===== src/rtl/pc_seq_pkg.sv =====
// Shared types and constants for the program-counter sequencer.
//   seq_state_e : sequencer FSM states
//   BR_PAGE     : branch_rel value selecting a page-absolute target
//   BR_REL      : branch_rel value selecting a PC-relative signed target
package pc_seq_pkg;

  typedef enum logic [1:0] {
    IDLE  = 2'd0,
    ARMED = 2'd1,
    RUN   = 2'd2,
    HALT  = 2'd3
  } seq_state_e;

  localparam logic BR_PAGE = 1'b0;
  localparam logic BR_REL  = 1'b1;

endpackage


===== src/rtl/pc_ret_stack.sv =====
// Small LIFO holding call return addresses.
//   clk, reset_n : clock, async active-low reset
//   clear        : synchronous flush (priority over push/pop)
//   push, din    : store din on top (never asserted together with pop)
//   pop          : discard the top entry
//   top          : current top entry (valid when !empty)
//   empty, full  : occupancy flags
module pc_ret_stack #(
  parameter int unsigned DEPTH = 4,
  parameter int unsigned W     = 11
) (
  input  logic         clk,
  input  logic         reset_n,
  input  logic         clear,
  input  logic         push,
  input  logic         pop,
  input  logic [W-1:0] din,
  output logic [W-1:0] top,
  output logic         empty,
  output logic         full
);

  localparam int unsigned AW = (DEPTH > 1) ? $clog2(DEPTH) : 1;
  localparam int unsigned CW = $clog2(DEPTH + 1);

  logic [W-1:0]  mem [DEPTH];
  logic [CW-1:0] cnt;

  assign empty = (cnt == '0);
  assign full  = (cnt == CW'(DEPTH));
  // Read from one below the count; the value is a don't-care when empty.
  assign top   = mem[AW'(cnt - CW'(1))];

  // Occupancy counter and storage.
  always_ff @(posedge clk or negedge reset_n) begin
    if (!reset_n) begin
      cnt <= '0;
      for (int i = 0; i < int'(DEPTH); i++) mem[i] <= '0;
    end else if (clear) begin
      cnt <= '0;
    end else if (push) begin
      mem[AW'(cnt)] <= din;
      cnt           <= cnt + CW'(1);
    end else if (pop) begin
      cnt <= cnt - CW'(1);
    end
  end

endmodule


===== src/rtl/pc_sequencer.sv =====
// Program-counter sequencer: program start select, conditional page/relative
// branches, call/return via a hardware return stack, run/halt handshake.
//   clk, reset_n         : clock, async active-low reset
//   start, prog_sel      : load selected program base (level-sensitive)
//   branch_en, ALU_flag  : conditional branch request and condition
//   branch_rel, target   : branch mode and target field
//   call_en, ret_en      : call to page target / return to stacked address
//   halt_in              : program-end instruction decoded
//   prog_ctr             : instruction ROM address
//   running, done        : state is RUN / HALT
//   stack_err            : sticky return-stack overflow/underflow
module pc_sequencer
  import pc_seq_pkg::*;
#(
  parameter int unsigned PC_W      = 11,
  parameter int unsigned TGT_W     = 6,
  parameter int unsigned NUM_PROG  = 3,
  parameter logic [NUM_PROG*PC_W-1:0] PROG_BASE = {11'h200, 11'h100, 11'h000},
  parameter int unsigned RAS_DEPTH = 4,
  localparam int unsigned SEL_W    = (NUM_PROG > 1) ? $clog2(NUM_PROG) : 1
) (
  input  logic             clk,
  input  logic             reset_n,
  input  logic             start,
  input  logic [SEL_W-1:0] prog_sel,
  input  logic             branch_en,
  input  logic             ALU_flag,
  input  logic             branch_rel,
  input  logic [TGT_W-1:0] target,
  input  logic             call_en,
  input  logic             ret_en,
  input  logic             halt_in,
  output logic [PC_W-1:0]  prog_ctr,
  output logic             running,
  output logic             done,
  output logic             stack_err
);

  seq_state_e      state, state_nxt;
  logic [PC_W-1:0] pc_nxt;
  logic            err_nxt;
  logic [PC_W-1:0] base_c;
  logic [PC_W-1:0] page_tgt_c;
  logic [PC_W-1:0] rel_tgt_c;
  logic [PC_W-1:0] stk_top;
  logic            stk_empty, stk_full;
  logic            stk_push, stk_pop, stk_clear;

  // Out-of-range program indices fall back to base 0.
  always_comb begin
    base_c = '0;
    for (int i = 0; i < int'(NUM_PROG); i++) begin
      if (prog_sel == SEL_W'(i)) base_c = PROG_BASE[i*PC_W +: PC_W];
    end
  end

  assign page_tgt_c = {prog_ctr[PC_W-1:TGT_W], target};
  assign rel_tgt_c  = prog_ctr + {{(PC_W-TGT_W){target[TGT_W-1]}}, target};

  pc_ret_stack #(
    .DEPTH (RAS_DEPTH),
    .W     (PC_W)
  ) u_ret_stack (
    .clk     (clk),
    .reset_n (reset_n),
    .clear   (stk_clear),
    .push    (stk_push),
    .pop     (stk_pop),
    .din     (prog_ctr + PC_W'(1)),
    .top     (stk_top),
    .empty   (stk_empty),
    .full    (stk_full)
  );

  // State, PC and flag registers.
  always_ff @(posedge clk or negedge reset_n) begin
    if (!reset_n) begin
      state     <= IDLE;
      prog_ctr  <= '0;
      running   <= 1'b0;
      done      <= 1'b0;
      stack_err <= 1'b0;
    end else begin
      state     <= state_nxt;
      prog_ctr  <= pc_nxt;
      running   <= (state_nxt == RUN);
      done      <= (state_nxt == HALT);
      stack_err <= err_nxt;
    end
  end

  // Next-state, next-PC and stack control.
  always_comb begin
    state_nxt = state;
    pc_nxt    = prog_ctr;
    err_nxt   = stack_err;
    stk_push  = 1'b0;
    stk_pop   = 1'b0;
    stk_clear = 1'b0;

    if (start) begin
      state_nxt = ARMED;
      pc_nxt    = base_c;
      err_nxt   = 1'b0;
      stk_clear = 1'b1;
    end else begin
      unique case (state)
        ARMED: state_nxt = RUN;
        RUN: begin
          if (halt_in) begin
            state_nxt = HALT;
          end else if (ret_en) begin
            if (stk_empty) begin
              err_nxt   = 1'b1;
              state_nxt = HALT;
            end else begin
              pc_nxt  = stk_top;
              stk_pop = 1'b1;
            end
          end else if (call_en) begin
            if (stk_full) begin
              err_nxt   = 1'b1;
              state_nxt = HALT;
            end else begin
              pc_nxt   = page_tgt_c;
              stk_push = 1'b1;
            end
          end else if (branch_en && ALU_flag) begin
            pc_nxt = (branch_rel == BR_REL) ? rel_tgt_c : page_tgt_c;
          end else begin
            pc_nxt = prog_ctr + PC_W'(1);
          end
        end
        default: ;
      endcase
    end
  end

endmodule


===== config.mk =====
export PLATFORM = sky130hd
export DESIGN_NAME = pc_sequencer
export DESIGN_NICKNAME = d
export VERILOG_FILES = /design/src/rtl/pc_seq_pkg.sv /design/src/rtl/pc_ret_stack.sv /design/src/rtl/pc_sequencer.sv
export SDC_FILE = /design/constraint.sdc
export NUM_CORES = 1
export LEC_CHECK = 0
export BUFFER_PORTS_ARGS = -buffer_cell sky130_fd_sc_hd__buf_2
export CELL_PAD_IN_SITES_DETAIL_PLACEMENT = 0
export CELL_PAD_IN_SITES_GLOBAL_PLACEMENT = 1
export CORE_AREA = 2 2 117 119
export DETAILED_ROUTE_END_ITERATION = 10
export DIE_AREA = 0 0 119 121
export PLACE_DENSITY = 0.52
export RECOVER_POWER = 50
export SLEW_MARGIN = 10
export SYNTH_ARGS = -nofsm -noshare
export SYNTH_HDL_FRONTEND = slang
export SYNTH_HIERARCHICAL = 1
export SYNTH_SLANG_ARGS = --single-unit

===== constraint.sdc =====
create_clock -name clk -period 4.1 [get_ports clk]
set_clock_uncertainty 0.15 [all_clocks]
set_input_delay 0.82 -clock clk [delete_from_list [all_inputs] [get_ports clk]]
set_output_delay 0.82 -clock clk [all_outputs]
set_load 0.02 [all_outputs]

==> flow_summary.json, run 1 <==
{
  "ant_nets": 0,
  "insertion_delay_ns": 0.33,
  "cpPeakStageDelay_ns": 1.80,
  "layout-drive-gt1-share_pct": 26.7,
  "design.final.nets": 413,
  "numCtsBuffers": 9,
  "status": "finished with violations",
  "drv_cap": 1,
  "cp.buffers_inverters": 2,
  "drt-pass1-iter-count": 4,
  "critical_path.startpoint_type": "input pin",
  "layout_min_cycle_time_ns": 3.06,
  "postCtsSetupBuffers": 0,
  "cts_num_sinks": 63,
  "violations": "max-capacitance violations, max-slew violations",
  "synth_flop_cell": "dfrtp_1",
  "first_global_vias": 2869,
  "path_delay_family": "buffers and inverters",
  "grtUsageTotal_pct": 15.1,
  "finalHoldViolCount": 0,
  "peakVddDrop_v": 0.000128,
  "synth-edff-count": 0,
  "leakage_nw": 2.03,
  "gp_congestion": 0.752,
  "die_w_um": 119,
  "root_buffer": "clkbuf_16",
  "drcViolationCount": 0,
  "grt_max_degree": 45,
  "async_flop_share_pct": 100,
  "yosys.area_share.adder_pct": 6.33,
  "clk_pin_slew_ns": 0.05,
  "synthDistinctLibCells": 56,
  "clk_path_buf_depth": 2,
  "drt_iter0_drc": 191,
  "synth_top_family_by_area": "multiplexers",
  "worst_pin_slew_ns": 2.58,
  "h-tree-depth": 3,
  "antenna_found_initial": 0,
  "finalCritPeriodShare_pct": 74.7,
  "cts_tree": "built",
  "yosysWarnings": 6,
  "ys_ff_latch": 63,
  "grt_pass1_wl_mm": 16.5,
  "worstPathArrival_ns": 3.35,
  "fin_tns_setup_ns": 0,
  "drv_slew": 45,
  "postSynthAreaPerCell_um2": 11.2,
  "vias_per_cell": 5.18,
  "ios": 31,
  "drt_wl_total_mm": 10.4,
  "crit_path_end_kind": "asynchronous set/reset pin",
  "critical_path_cell_count": 2,
  "crit_path_cell_trace": "clkbuf_1 -> clkbuf_2",
  "initial_utilization_pct": 29.6,
  "hold_slack_ns": 0.349,
  "muxShareOfSynthArea_pct": 21.6,
  "antenna_cells": 0,
  "syn_to_final_growth_pct": 14.7,
  "cp_max_fo": 44,
  "grt_overflow": 0,
  "syn_area_um2": 3870,
  "syn_inst": 345,
  "synth_nets": 381,
  "relSlewSlack_pct": -72.2,
  "synth_compound_area_share_pct": 13.0,
  "port_buffers": 30,
  "fillCellCount": 1319,
  "via_count": 2890,
  "rr_worst_depth": 9,
  "max_freq_mhz": 326,
  "grt_setup_unrepaired": "no",
  "post_cts_resized": 0,
  "slowest_stage": "clkbuf_1",
  "min_delay_path_depth": 1,
  "dieArea_um2": 14400,
  "power.density_nw_per_um2": 372,
  "rows": 42,
  "dp_hpwl_mm": 7.52,
  "setup_viol": 0,
  "wl_per_cell_um": 18.6,
  "core-area_um2": 13100,
  "hold_buffers": 0,
  "required_ns": 4.39,
  "critPathKind": "in -> async",
  "synth_simple_gate_area_share_pct": 12.4,
  "hp-class": "reg -> reg",
  "synth_xor_area_share_pct": 3.39,
  "die_y_um": 121,
  "yosysSeqAreaShare_pct": 40.7
}
==> Yosys cell counts, drive strengths merged, types with 7 or more instances <==
master | instances | area (µm²)
a21oi | 16 | 80.1
a31oi | 8 | 50.1
buf | 7 | 46.3
dfrtp | 63 | 1580
ha | 18 | 225
inv | 9 | 33.8
mux2 | 47 | 529
mux4 | 11 | 248
nand2 | 18 | 67.6
nand3 | 8 | 40.0
nor2 | 19 | 71.3
o21ai | 11 | 55.1
o22ai | 9 | 56.3
xnor2 | 12 | 105
==> metrics by stage <==
step,cells,util (%),power (mW),cell area [µm²],worst slack (ns)
detailed placement,542,32.1,0.988,4200,1.05
floorplan,345,-,0.886,3870,1.55
global route,558,33.9,1.75,4440,0.546
global placement,542,32.1,0.986,4200,1.09
finish,558,33.9,1.65,4440,1.04
CTS,558,34.0,1.68,4450,1.21
==> routing by layer <==
| metal | track usage, % | wire (µm) | vias up |
|---|---|---|---|
| li1 | - | - | 1375 |
| met1 | 20.4 | 4850 | 1459 |
| met2 | 24.5 | 5070 | 47 |
| met3 | 2.07 | 303 | 9 |
| met4 | 6.32 | 133 | 0 |
| met5 | 0 | 0 | - |
==> final timing paths <==
check                                     from                  end  slack (ns)
hold reg to reg            u_ret_stack/mem[41]  u_ret_stack/mem[41]        0.35
setup / recovery                       reset_n  u_ret_stack/mem[24]        1.04
hold / removal             u_ret_stack/mem[41]  u_ret_stack/mem[41]        0.35
max in group clk            u_ret_stack/cnt[0]         prog_ctr[10]        1.25
min in group asynchronous              reset_n   u_ret_stack/mem[8]        1.16
setup reg to reg            u_ret_stack/cnt[0]         prog_ctr[10]        1.25
==> cells in the final DEF (no fill, tap or decap), types with 8 or more instances in the layout <==
cell type and instances:
nand3_1 8, mux2_2 47, dfrtp_1 63, o22ai_1 9, clkbuf_1 11, nor2_1 19
clkbuf_16 9, mux4_2 11, a21oi_1 16, ha_1 18, inv_1 9, o21ai_0 8
buf_2 22, a31oi_1 8, xnor2_1 12, nand2_1 18
==> power by group <==
part | switching (mW) | total, mW | leakage [nW] | internal (mW)
logic | 0.177 | 0.284 | 1.04 | 0.107
clock network | 0.272 | 0.678 | 0.126 | 0.406
registers | 0.0330 | 0.690 | 0.869 | 0.657
==> logic make-up (layout without fill, tap and decap cells) <==
group	Yosys count	in the layout
XOR/XNOR	15	15
buffers and inverters	20	57
multiplexers	64	64
adder cells (fa/ha/maj)	19	19
AND/OR/NAND/NOR	89	89
AO/OA/AOI/OAI	75	75
flip-flops	63	63
==> flip-flops by register name (all words and copies together) (netlist names) <==
| register | cells |
|---|---|
| done | 1 |
| prog_ctr | 11 |
| running | 1 |
| stack_err | 1 |
| state | 2 |
| u_ret_stack/cnt | 3 |
| u_ret_stack/mem | 44 |
==> cell type report <==
cell class / instances / area [µm²] / share of cell area, %
Timing Repair Buffer: 32 / 153 / 3.44
Clock inverter: 4 / 22.5 / 0.507
Clock buffer: 12 / 236 / 5.32
Inverter: 9 / 33.8 / 0.761
Tap cell: 176 / 220 / 4.96
Sequential cell: 63 / 1580 / 35.5
Multi-Input combinational cell: 262 / 2200 / 49.5
(Power assumes the default switching activity.)
==> inputs of run 2 (changes only) <==
==> constraint.sdc (replaced) <==
create_clock -name clk -period 2.9 [get_ports clk]
set_clock_uncertainty 0.15 [all_clocks]
set_input_delay 0.58 -clock clk [delete_from_list [all_inputs] [get_ports clk]]
set_output_delay 0.58 -clock clk [all_outputs]
set_load 0.02 [all_outputs]
==> run 2 against run 1 <==
The run still ends with max-capacitance violations, max-slew violations left. Cell count is 1.4% higher. Die area is the same. Routed wire length is 0.58% higher. Non-clock buffer count increased by 8. Sequential share of layout area decreased by 0.89 points. Core utilization increased by 0.87 points. Global-route usage rose by 0.37 points. Clock power grew 67%. Via count up 0.55%. Combinational power grew 45%. Critical endpoint is now prog_ctr[2]. Largest power group is now the clock network. Highest routed layer unchanged.
==> flow_summary.json, run 2 (synthesis gave the netlist of run 1 again) <==
{
  "status": "finished with violations",
  "violations": "max-capacitance violations, max-slew violations",
  "clk_pin_slew_ns": 0.06,
  "worstPathArrival_ns": 2.47,
  "grt_pass1_wl_mm": 17.0,
  "gp_congestion": 0.766,
  "intPower_mw": 1.80,
  "largest_register_ffs": 44,
  "fin_tns_setup_ns": 0,
  "max_freq_mhz": 418,
  "p_sw_uw": 715,
  "grt_setup_unrepaired": "no",
  "hp-class": "reg -> reg",
  "antenna_cells": 0,
  "finalCritPeriodShare_pct": 82.5,
  "root_buffer": "clkbuf_16",
  "layout-drive-gt1-share_pct": 29.2,
  "seq_power_share_pct": 38.6,
  "cts_tree": "built",
  "postCtsSetupBuffers": 0,
  "drv_slew": 64,
  "layout_common_cells": "63 x dfrtp_1, 47 x mux2_2, 24 x buf_2, 19 x nor2_1",
  "drt_iter0_drc": 178,
  "critical_path.startpoint_type": "register",
  "grtUsageTotal_pct": 15.5,
  "design.final.nets": 421,
  "vias_per_cell": 5.13,
  "worst_pin_slew_ns": 1.67,
  "drt_wl_total_mm": 10.4,
  "drt-pass1-iter-count": 4,
  "via_count": 2906,
  "leakage_nw": 2.09,
  "dieArea_um2": 14400,
  "clk_path_buf_depth": 2,
  "critPathKind": "reg -> reg",
  "clockPowerShare_pct": 44.9,
  "power_mw": 2.51,
  "wl_per_cell_um": 18.4,
  "drv_cap": 1,
  "crit_path_end_kind": "register",
  "grt_overflow": 0,
  "required_ns": 2.97,
  "peakVddDrop_v": 0.000261,
  "die_w_um": 119,
  "finalHoldViolCount": 0,
  "min_delay_path_depth": 1,
  "hold_buffers": 0,
  "p_comb_share_pct": 16.4,
  "p_sw_share_pct": 28.4,
  "numCtsBuffers": 9,
  "post_cts_resized": 0,
  "syn_to_final_growth_pct": 17.7,
  "relSlewSlack_pct": -11.1,
  "h-tree-depth": 3,
  "cts_num_sinks": 63,
  "regMostFlops": "u_ret_stack/mem",
  "drcViolationCount": 0,
  "regToRegSetupSlack_ns": 0.51,
  "cp_max_fo": 8,
  "crit_path_end": "prog_ctr[2]",
  "core-area_um2": 13100,
  "rr_worst_depth": 7,
  "ios": 31,
  "port_buffers": 30,
  "ant_nets": 0,
  "grt_max_degree": 64,
  "reg2reg_from": "u_ret_stack/cnt[1]",
  "initial_utilization_pct": 29.6,
  "timing.rr.end": "prog_ctr[2]",
  "power.density_nw_per_um2": 552,
  "first_global_vias": 3053,
  "dp_hpwl_mm": 7.59,
  "mostFrequentLayoutCell": "dfrtp_1",
  "rows": 42,
  "crit_path_start": "u_ret_stack/cnt[1]",
  "antenna_found_initial": 0,
  "layout_min_cycle_time_ns": 2.39,
  "biggestRegsByFlops": "u_ret_stack/mem: 44 flops, prog_ctr: 11 flops, u_ret_stack/cnt: 3 flops",
  "insertion_delay_ns": 0.34,
  "setup_viol": 0,
  "die_y_um": 121
}
-- run 2: changes by cell type in the layout (fill, tap and decap cells not counted) --
cell | before | now
clkinv_4 | 0 | 1
buf_2 | 22 | 24
clkbuf_8 | 0 | 2
bufinv_16 | 0 | 1
clkinv_2 | 3 | 0
clkbuf_1 | 11 | 7
clkinvlp_4 | 1 | 2
buf_4 | 1 | 9
-- run 2: through the flow --
stage / instances / utilization, % / hold WS (ns) / area (µm²) / setup WS [ns]
final: 566 / 34.8 / 0.347 / 4560 / 0.507
after global routing: 566 / 34.8 / 0.363 / 4560 / 0.316
after CTS: 566 / 35.0 / 0.119 / 4580 / 0.487
after detailed placement: 550 / 32.6 / 0.334 / 4270 / 0.286
after global placement: 550 / 32.6 / 0.331 / 4270 / 0.280
after floorplan: 345 / - / 0.134 / 3870 / 0.472
-- run 2: power by group through the flow --
stage	combinational, mW	sequential, mW	clock, mW
after CTS	0.422	0.969	1.16
after floorplan	0.248	1.01	0
after global placement	0.421	0.982	0
after detailed placement	0.419	0.985	0
final	0.413	0.971	1.13
after global routing	0.469	0.977	1.20
-- run 2: worst min-delay path by stage --
stage                        startpoint                  end
floorplan                       reset_n                 done
global placement    u_ret_stack/mem[42]  u_ret_stack/mem[42]
detailed placement            stack_err            stack_err
CTS                             reset_n   u_ret_stack/cnt[2]
global route         u_ret_stack/mem[9]   u_ret_stack/mem[9]
finish              u_ret_stack/mem[25]  u_ret_stack/mem[25]
-- run 2: layer usage --
| layer | track usage, % | wire (µm) |
|---|---|---|
| met5 | 0 | 0 |
| met4 | 6.32 | 260 |
| met3 | 3.29 | 279 |
| met2 | 25.5 | 4980 |
| met1 | 19.9 | 4900 |
-- run 2: area by class of cell --
cell class                 instances  area, µm²
fill                            1308       8530
multi-input combinational        262       2200
sequential                        63       1580
clock buffer                      12        256
tap                              176        220
timing repair buffer              40        215
clock inverter                     4       53.8
inverter                           9       33.8
-- run 2: worst max-delay path, cell delays in order (launching register included) --
cell and delay [ns]:
dfrtp_1 0.39, inv_1 0.09, ha_1 0.52, buf_4 0.23, mux4_2 0.32, a22oi_1 0.20, o22ai_1 0.11, mux2_2 0.27
